`src/rtl/gb_lcd_stream_gen_pkg.sv`:
```
// Shared timing constants and LCD mode encoding for the PPU stream generator
// and the downstream lcd scan converter.
package gb_lcd_pkg;
    localparam int LINE_DOTS = 456;
    localparam int LINES     = 154;
    localparam int VIS_LINES = 144;
    localparam int OAM_DOTS  = 80;
    localparam int H_PIXELS  = 160;
    localparam int PAD_START = 294;

    typedef enum logic [1:0] {
        MODE_HBLANK = 2'b00,
        MODE_VBLANK = 2'b01,
        MODE_OAM    = 2'b10,
        MODE_XFER   = 2'b11
    } lcd_mode_e;
endpackage

```
`src/rtl/gb_lcd_stream_gen_if.sv`:
```
// Pixel handshake between the background/sprite mixer (master) and the
// stream generator (slave).
interface gb_lcd_stream_gen_if;
    logic       pix_valid;
    logic [1:0] pix_data;
    logic       pix_ready;

    modport master (output pix_valid, output pix_data, input pix_ready);
    modport slave  (input pix_valid, input pix_data, output pix_ready);
endinterface

```
`src/rtl/gb_lcd_stream_gen_dot_counter.sv`:
```
// Dot/line position counters. dot/line point at the dot that the next ce
// will process; both clear whenever the LCD is switched off.
module gb_lcd_dot_counter
    import gb_lcd_pkg::*;
#(
    parameter int LINE_DOTS = gb_lcd_pkg::LINE_DOTS,
    parameter int LINES     = gb_lcd_pkg::LINES
) (
    input  logic       clk,
    input  logic       reset,
    input  logic       ce,
    input  logic       lcd_on,
    output logic [8:0] dot,
    output logic [7:0] line,
    output logic       line_end
);
    logic frame_end;

    assign line_end  = (dot == 9'(LINE_DOTS - 1));
    assign frame_end = line_end && (line == 8'(LINES - 1));

    // Advance one dot per ce, wrapping line and frame.
    always_ff @(posedge clk or posedge reset) begin
        if (reset) begin
            dot  <= '0;
            line <= '0;
        end else if (!lcd_on) begin
            dot  <= '0;
            line <= '0;
        end else if (ce) begin
            if (line_end) begin
                dot  <= '0;
                line <= frame_end ? 8'd0 : line + 8'd1;
            end else begin
                dot <= dot + 9'd1;
            end
        end
    end
endmodule

```
`src/rtl/gb_lcd_stream_gen.sv`:
```
// PPU-side LCD stream generator: line/frame timing, mode sequencing and
// per-dot pixel emission toward the lcd scan converter.
//
// state        | meaning
// MODE_OAM     | visible line, dots 0..OAM_DOTS-1
// MODE_XFER    | visible line, emitting until H_PIXELS pixels are out
// MODE_HBLANK  | visible line after the last pixel; also idle/LCD off
// MODE_VBLANK  | lines VIS_LINES..LINES-1
//
// Registered outputs describe the dot processed on the last ce, so a strobe
// always coincides with mode XFER and the dot after the last pixel shows
// HBLANK. Emission is forced from PAD_START so XFER ends by dot 453.
module gb_lcd_stream_gen
    import gb_lcd_pkg::*;
#(
    parameter int LINE_DOTS = gb_lcd_pkg::LINE_DOTS,
    parameter int LINES     = gb_lcd_pkg::LINES,
    parameter int VIS_LINES = gb_lcd_pkg::VIS_LINES,
    parameter int OAM_DOTS  = gb_lcd_pkg::OAM_DOTS,
    parameter int H_PIXELS  = gb_lcd_pkg::H_PIXELS,
    parameter int PAD_START = gb_lcd_pkg::PAD_START
) (
    input  logic                clk,
    input  logic                reset,
    input  logic                ce,
    input  logic                lcd_on,
    gb_lcd_stream_gen_if.slave  pix,
    output logic [1:0]          mode,
    output logic                lcd_clkena,
    output logic [1:0]          lcd_data,
    output logic [7:0]          ly,
    output logic                vblank_irq,
    output logic                underrun
);
    logic [8:0] dot;
    logic [7:0] line;
    logic       line_end;
    logic [7:0] pix_cnt;
    lcd_mode_e  mode_q;
    logic       visible;
    logic       emitting;
    logic       take;
    logic       pad;

    gb_lcd_dot_counter #(
        .LINE_DOTS (LINE_DOTS),
        .LINES     (LINES)
    ) u_dot_counter (
        .clk      (clk),
        .reset    (reset),
        .ce       (ce),
        .lcd_on   (lcd_on),
        .dot      (dot),
        .line     (line),
        .line_end (line_end)
    );

    assign visible  = (line < 8'(VIS_LINES));
    assign emitting = lcd_on && visible && (dot >= 9'(OAM_DOTS)) && (pix_cnt < 8'(H_PIXELS));
    assign take     = ce && emitting && pix.pix_valid;
    assign pad      = ce && emitting && !pix.pix_valid && (dot >= 9'(PAD_START));

    assign pix.pix_ready = take;
    assign mode          = mode_q;

    // Mode FSM plus pixel strobe, LY, vblank pulse and sticky underrun.
    always_ff @(posedge clk or posedge reset) begin
        if (reset) begin
            mode_q     <= MODE_HBLANK;
            pix_cnt    <= '0;
            lcd_clkena <= 1'b0;
            lcd_data   <= 2'b00;
            ly         <= '0;
            vblank_irq <= 1'b0;
            underrun   <= 1'b0;
        end else if (!lcd_on) begin
            mode_q     <= MODE_HBLANK;
            pix_cnt    <= '0;
            lcd_clkena <= 1'b0;
            lcd_data   <= 2'b00;
            ly         <= '0;
            vblank_irq <= 1'b0;
            underrun   <= 1'b0;
        end else begin
            lcd_clkena <= 1'b0;
            vblank_irq <= 1'b0;
            if (ce) begin
                ly         <= line;
                vblank_irq <= (line == 8'(VIS_LINES)) && (dot == '0);

                if (!visible) begin
                    mode_q <= MODE_VBLANK;
                end else if (dot < 9'(OAM_DOTS)) begin
                    mode_q <= MODE_OAM;
                end else if (pix_cnt < 8'(H_PIXELS)) begin
                    mode_q <= MODE_XFER;
                end else begin
                    mode_q <= MODE_HBLANK;
                end

                if (line_end) begin
                    pix_cnt <= '0;
                end else if (take || pad) begin
                    pix_cnt <= pix_cnt + 8'd1;
                end

                if (take) begin
                    lcd_clkena <= 1'b1;
                    lcd_data   <= pix.pix_data;
                end else if (pad) begin
                    lcd_clkena <= 1'b1;
                    lcd_data   <= 2'b00;
                    underrun   <= 1'b1;
                end
            end
        end
    end
endmodule

```
`src/flat_wrapper.sv`:
```
// flat-port wrapper written by rule: the top's interface ports become plain ports
module gb_lcd_stream_gen_flat import gb_lcd_pkg::*;
#(
    parameter int LINE_DOTS = gb_lcd_pkg::LINE_DOTS,
    parameter int LINES     = gb_lcd_pkg::LINES,
    parameter int VIS_LINES = gb_lcd_pkg::VIS_LINES,
    parameter int OAM_DOTS  = gb_lcd_pkg::OAM_DOTS,
    parameter int H_PIXELS  = gb_lcd_pkg::H_PIXELS,
    parameter int PAD_START = gb_lcd_pkg::PAD_START
)
  (clk, reset, ce, lcd_on, mode, lcd_clkena, lcd_data, ly, vblank_irq, underrun, pix_pix_valid, pix_pix_data, pix_pix_ready);
  gb_lcd_stream_gen_if pix_i ();
  input  logic clk;
  input  logic reset;
  input  logic ce;
  input  logic lcd_on;
  output logic [1:0] mode;
  output logic lcd_clkena;
  output logic [1:0] lcd_data;
  output logic [7:0] ly;
  output logic vblank_irq;
  output logic underrun;
  input wire logic [$bits(pix_i.pix_valid)-1:0] pix_pix_valid;
  input wire logic [$bits(pix_i.pix_data)-1:0] pix_pix_data;
  output wire logic [$bits(pix_i.pix_ready)-1:0] pix_pix_ready;
  assign pix_i.pix_valid = pix_pix_valid;
  assign pix_i.pix_data = pix_pix_data;
  assign pix_pix_ready = pix_i.pix_ready;
  gb_lcd_stream_gen #(.LINE_DOTS(LINE_DOTS), .LINES(LINES), .VIS_LINES(VIS_LINES), .OAM_DOTS(OAM_DOTS), .H_PIXELS(H_PIXELS), .PAD_START(PAD_START)) u_core (.clk(clk), .reset(reset), .ce(ce), .lcd_on(lcd_on), .pix(pix_i), .mode(mode), .lcd_clkena(lcd_clkena), .lcd_data(lcd_data), .ly(ly), .vblank_irq(vblank_irq), .underrun(underrun));
endmodule
```
`config.mk`:
```
export PLATFORM = sky130hd
export DESIGN_NAME = gb_lcd_stream_gen_flat
export DESIGN_NICKNAME = d
export VERILOG_FILES = /design/src/rtl/gb_lcd_stream_gen_pkg.sv /design/src/rtl/gb_lcd_stream_gen_if.sv /design/src/rtl/gb_lcd_stream_gen_dot_counter.sv /design/src/rtl/gb_lcd_stream_gen.sv /design/src/flat_wrapper.sv
export SDC_FILE = /design/constraint.sdc
export NUM_CORES = 1
export LEC_CHECK = 0
export ABC_AREA = 1
export CAP_MARGIN = 25
export CELL_PAD_IN_SITES_DETAIL_PLACEMENT = 1
export CELL_PAD_IN_SITES_GLOBAL_PLACEMENT = 2
export CORE_AREA = 2 2 70 105
export DETAILED_ROUTE_END_ITERATION = 6
export DIE_AREA = 0 0 72 107
export GPL_TIMING_DRIVEN = 0
export HOLD_SLACK_MARGIN = 0.03
export PLACE_DENSITY = 0.81
export SLEW_MARGIN = 20
export SYNTH_ARGS = -nofsm -noshare
export SYNTH_HDL_FRONTEND = slang
export SYNTH_SLANG_ARGS = --single-unit
```
`constraint.sdc`:
```
create_clock -name clk -period 3.9 [get_ports clk]
set_input_delay 0.975 -clock clk [delete_from_list [all_inputs] [get_ports clk]]
set_output_delay 0.975 -clock clk [all_outputs]
set_load 0.02 [all_outputs]
```
Word level (Yosys, flattened, before mapping):

Cells that the tools add are included.
W data, S select, Z words.

* logic and storage cells: 74
* flip-flop bits (word level): 40
* bits of input ports: 7
* memories: 0
* output and inout bits: 16
* memory bits (writable): 0
* bits in read-only memories: 0
* bits in latches: 0

* bitwise gates (word level): 0
* shift-type cells: 0
* magnitude comparators: 5
* multiply operators: 0
* divide/modulo/power cells: 0
* mux-type cells: 32
* add/subtract/negate cells: 3
* reductions and logical operators: 16
* equality and inequality tests: 9

Operators with widths (count)
* $mux W8: 10
* $mux W9: 3
* $mux W2: 9
* $add A8 B1 Y8 const B: 2
* $eq A8 B8 Y1 const B: 2
* $lt A8 B8 Y1 const B: 2
* $mux W1: 10
* $add A9 B1 Y9 const B: 1
* $eq A9 B9 Y1 const B: 1
* $ge A9 B7 Y1 const B: 1
* $ge A9 B9 Y1 const B: 1
* $logic_and A1 B1 Y1: 9
* $logic_not A9 Y1: 1
* $lt A9 B7 Y1 const B: 1
* $ne A3 B1 Y1 const B: 2
* $reduce_and A2 Y1: 3
* $ne A2 B1 Y1 const B: 2
* $ne A2 B2 Y1 const B: 2
* $reduce_and A3 Y1: 1
* $logic_not A1 Y1: 1
* $logic_or A1 B1 Y1: 1

Longest topological paths before layout:

Gate-level depths: netlist of run 1.

* depth in word-level cells: 12
* gate-level depth with buffers: 9
* depth with buffers taken out: 9

Hierarchy:

A second synthesis of run 1 with hierarchy kept.

* cells, all modules: 303
* area, all modules: 2249.7 um^2

By module, submodules not included
* gb_lcd_stream_gen: area an instance 1214.9 um^2, cells each 161, seq. area each 575.6 um^2, times used 1
* gb_lcd_dot_counter: area an instance 1034.7 um^2, cells each 142, seq. area each 425.4 um^2, times used 1

Worst setup path after synthesis of run 1:

Ideal clock, no wire load.

* path type: input -> output
* start: input port ce
* end: output port pix_pix_ready
* path slack: 1.357 ns
* buffers on the path: 0
* cell stages on the path: 6
* data arrival time: 1.568 ns
* data required time: 2.925 ns
* path through: nand2_2 > clkinv_2 > nand3_4 > nor2_4 > nand2_1 > inv_1

* cells in the longest elaborated chain, start to end: 2

RTL lines
* start: declaration: RTL line flat_wrapper.sv:15 `input logic ce;`
* $logic_and A1 B1 Y1 (2 in a row): RTL line gb_lcd_stream_gen.sv:60 `assign take = ce && emitting && pix.pix_valid;`
* end: declaration: RTL line flat_wrapper.sv:25 `output wire logic [$bits(pix_i.pix_ready)-1:0] pix_pix_ready;`

Every way passes these cells.

Worst setup path in the final report of run 1:

* start: input port lcd_on
* end: output port pix_pix_ready

* cells in the longest elaborated chain, start to end: 5

RTL lines
* start: declaration: RTL line flat_wrapper.sv:16 `input logic lcd_on;`
* $logic_and A1 B1 Y1 (3 in a row): RTL line gb_lcd_stream_gen.sv:59 `assign emitting = lcd_on && visible && (dot >= 9'(OAM_DOTS)) && (pix_cnt < 8'(H_PIXELS));`
* $logic_and A1 B1 Y1 (2 in a row): RTL line gb_lcd_stream_gen.sv:60

Every way passes these cells.

==> qor.txt, run 1 <==
Root buffer cell = clkbuf_8
Vias = 2039
R2R Path Start = u_core.u_dot_counter.dot[0]$_DFFE_PP0P_
Vias per cell = 5.05
Clk Latency, worst-skew pair = 0.30 ns
Worst Hold Path EP = u_core.ly[2]$_DFFE_PP0P_
Finished Layout Cells = 404
Setup-failing EPs final = 0
Core area = 0.00681 sq mm
Row cnt = 37
Post-Syn Area per Cell = 8.04 sq um
Die height = 107 microns
# nets final = 338
Comb pwr share = 10.5%
Detailed Routing Iterations Pass 1 = 4
RR Endpoint = u_core.u_dot_counter.line[7]$_DFFE_PP0P_
WP data arrival = 2.77 ns
First-pass GRT wire length = 10800 microns
Grt total ovfl = 0
Io pins = 23
CP Capture Type = primary output
Cells after synthesis = 295
Clock group share of total power = 41.7%
Drt total wl = 6220 microns
Final Util = 41.8%
Clk_skew = 0.00622 ns
Hold WS = 0.494 ns
Hold_buf cts = 0
First DRT Iteration DRCs = 65
Routed Antenna Nets = 0
Placed cells = 396
Inserted Clock Buffers = 5
Synth cell types = 32
NetSw = 222 uW
Synthesized Nets = 308
Worst vdd ir = 192 uV
Crit path from = lcd_on
Ant diodes = 0
Final count of pins violating max slew = 0
Vias in the first global route = 2167
Hold depth = 2
Initial antenna violation count = 0
Required @ worst endpoint = 2.92 ns
Routed WL per cell = 15.4 microns
Pwr dens = 319 mW/mm^2
GRT Overall Usage = 18.2%
Post-route DRC = 0
Worst R2R Setup Slack = 2.24 ns
Area after DPL = 0.00271 sq mm
Mapped Area = 0.00237 sq mm
H-tree depth = 2
FMAX = 267 MHz
Share of layout cells above drive strength 1 = 17.2%
Minimum clock period = 3.75 ns
Place WS = -0.0533 ns
Area growth syn-to-layout = 19.9%
RSZ-0062 raised after global routing = no
Seq/Total Area, Yosys = 42.2%
CP Launch Type = input pin
CTS tree = built
Hold Vio Cnt, Final = 0
Yosys reg bits = 40
Synth warnings = 0
Int Power = 683 uW
Setup TNS = 0 ns
Net Sw Frac = 24.5%
Fin area = 0.00284 sq mm
Register share of total power = 47.8%
Die Wd = 72 microns
Hold Startpoint = u_core.ly[2]$_DFFE_PP0P_
Post-detail-place hpwl = 4810 microns
Pwr Total = 906 uW
Max cap viols = 0
Critical path class = input pin to primary output
Clock sink count = 40
Setup WS post-layout = 0.151 ns
Leak pwr = 1.31 nW
Initial core utilization = 34.8%
Largest net degree at the start of global routing = 26
Status = finished, final reports clean
Clock tree buffer depth = 2
Cell depth of the worst flop-to-flop path = 9
Period utilization = 96.1%
Largest fanout on the critical path = 10
Worst min path class = register to register
GP Congestion = 0.802
Worst-path clk slew = 0.08 ns
Worst slew pin tran = 0.406 ns
Port Buffers = 22
DIE AREA = 0.00770 sq mm
Rel. slew slack = 72.6%
## synthesized netlist by cell type, drive strengths merged
| library cell | number | area share (%) |
|---|---|---|
| nand2 | 74 | 13 |
| dfrtp | 40 | 42 |
| nand3 | 40 | 11 |
| nor2 | 37 | 6.9 |
| inv | 32 | 5.2 |
| o21ai | 28 | 7.0 |
| buf | 7 | 2.5 |
| nor3 | 7 | 1.9 |
| a21oi | 6 | 1.9 |
| ha | 6 | 3.2 |
| nand4 | 5 | 1.3 |
| nand3b | 3 | 0.95 |
| xor2 | 3 | 1.1 |
| and2 | 2 | 0.53 |
| or2 | 2 | 0.53 |
| a22o | 1 | 0.37 |
| clkinv | 1 | 0.21 |
| nor4 | 1 | 0.26 |
## final cells by class
type	count	area (sq um)
flip-flops and latches	40	1000
plain buffers	7	60.1
fillers	841	3960
clock inverters	1	30.0
inverters	33	128
repair buffers	23	243
multi-input cells	215	1190
clock buffers	7	96.3
well taps	78	97.6
## worst max-delay path by stage
stage / endpoint / cells after the start / slack, ns
floorplan: pix_pix_ready / 6 / 1.36
global placement: pix_pix_ready / 8 / -0.03
detailed placement: pix_pix_ready / 8 / -0.05
CTS: pix_pix_ready / 8 / 0.005
global route: pix_pix_ready / 8 / 0.03
finish: pix_pix_ready / 8 / 0.15
## registers in the layout (all words and copies together), names as in the netlist
register                   cells
u_core.vblank_irq              1
u_core.pix_cnt                 8
u_core.u_dot_counter.dot       9
u_core.lcd_clkena              1
u_core.u_dot_counter.line      8
u_core.lcd_data                2
u_core.mode                    2
u_core.ly                      8
u_core.underrun                1
## critical path: stages
cell and delay [ns]:
clkdlybuf4s50_1 0.54, nand2_4 0.12, clkinv_2 0.13, nand3_4 0.09, nor2_4 0.15, nand2_1 0.06, inv_1 0.09, clkdlybuf4s50_1 0.62
## routing by layer
layer	up-vias	GRT usage (%)	share of wire [%]
li1	1015	-	-
met1	995	22.4	43
met2	19	31.0	53
met3	10	3.29	1.7
met4	0	7.28	2.3
met5	-	0	0
## cells in the final DEF, fill, tap and decap left out, types with 2 or more instances in the layout
master / count
a21oi_1: 4
and2_1: 2
buf_2: 3
buf_6: 4
clkbuf_8: 7
clkdlybuf4s50_1: 21
dfrtp_1: 40
ha_1: 6
inv_1: 26
inv_2: 5
nand2_1: 67
nand2_2: 4
nand2_4: 3
nand3_1: 29
nand3_2: 10
nand3b_1: 3
nand4_1: 5
nor2_1: 35
nor3_1: 5
nor3_2: 2
o21ai_0: 19
o21ai_1: 2
o21ai_2: 7
or2_2: 2
xor2_1: 3
## power groups by stage
stage	Combinational [mW]	Clock (mW)	Sequential, mW
after floorplan	0.0569	0	0.442
after global placement	0.0940	0	0.440
after detailed placement	0.0979	0	0.441
after CTS	0.0984	0.395	0.433
after global routing	0.107	0.410	0.434
final	0.0949	0.378	0.433
## logic make-up after synthesis
logic type,share of synthesized area [%]
and+or+nand+nor,36.3
xor gates and xnor gates,1.11
DFF,42.2
AOI/OAI and AO/OA,9.29
adders and majority gates,3.17
buffers and inverters,7.92
## timing repair
action,4_1_cts,5_1_grt
gates cloned,0,0
gates resized for setup,1,1
setup endpoints to repair,1,1
buffers inserted,0,0
No activity file was read; power rests on OpenSTA's default activity.
==> run 2: changes to the inputs <==
--- a/config.mk
+++ b/config.mk
@@ -15,6 +15,7 @@
 export GPL_TIMING_DRIVEN = 0
 export HOLD_SLACK_MARGIN = 0.03
 export PLACE_DENSITY = 0.81
+export SKIP_LAST_GASP = 1
 export SLEW_MARGIN = 20
 export SYNTH_ARGS = -nofsm -noshare
 export SYNTH_HDL_FRONTEND = slang
==> results of run 2 <==
Same layout as run 1: the final DEF is identical, and so are final timing and power.
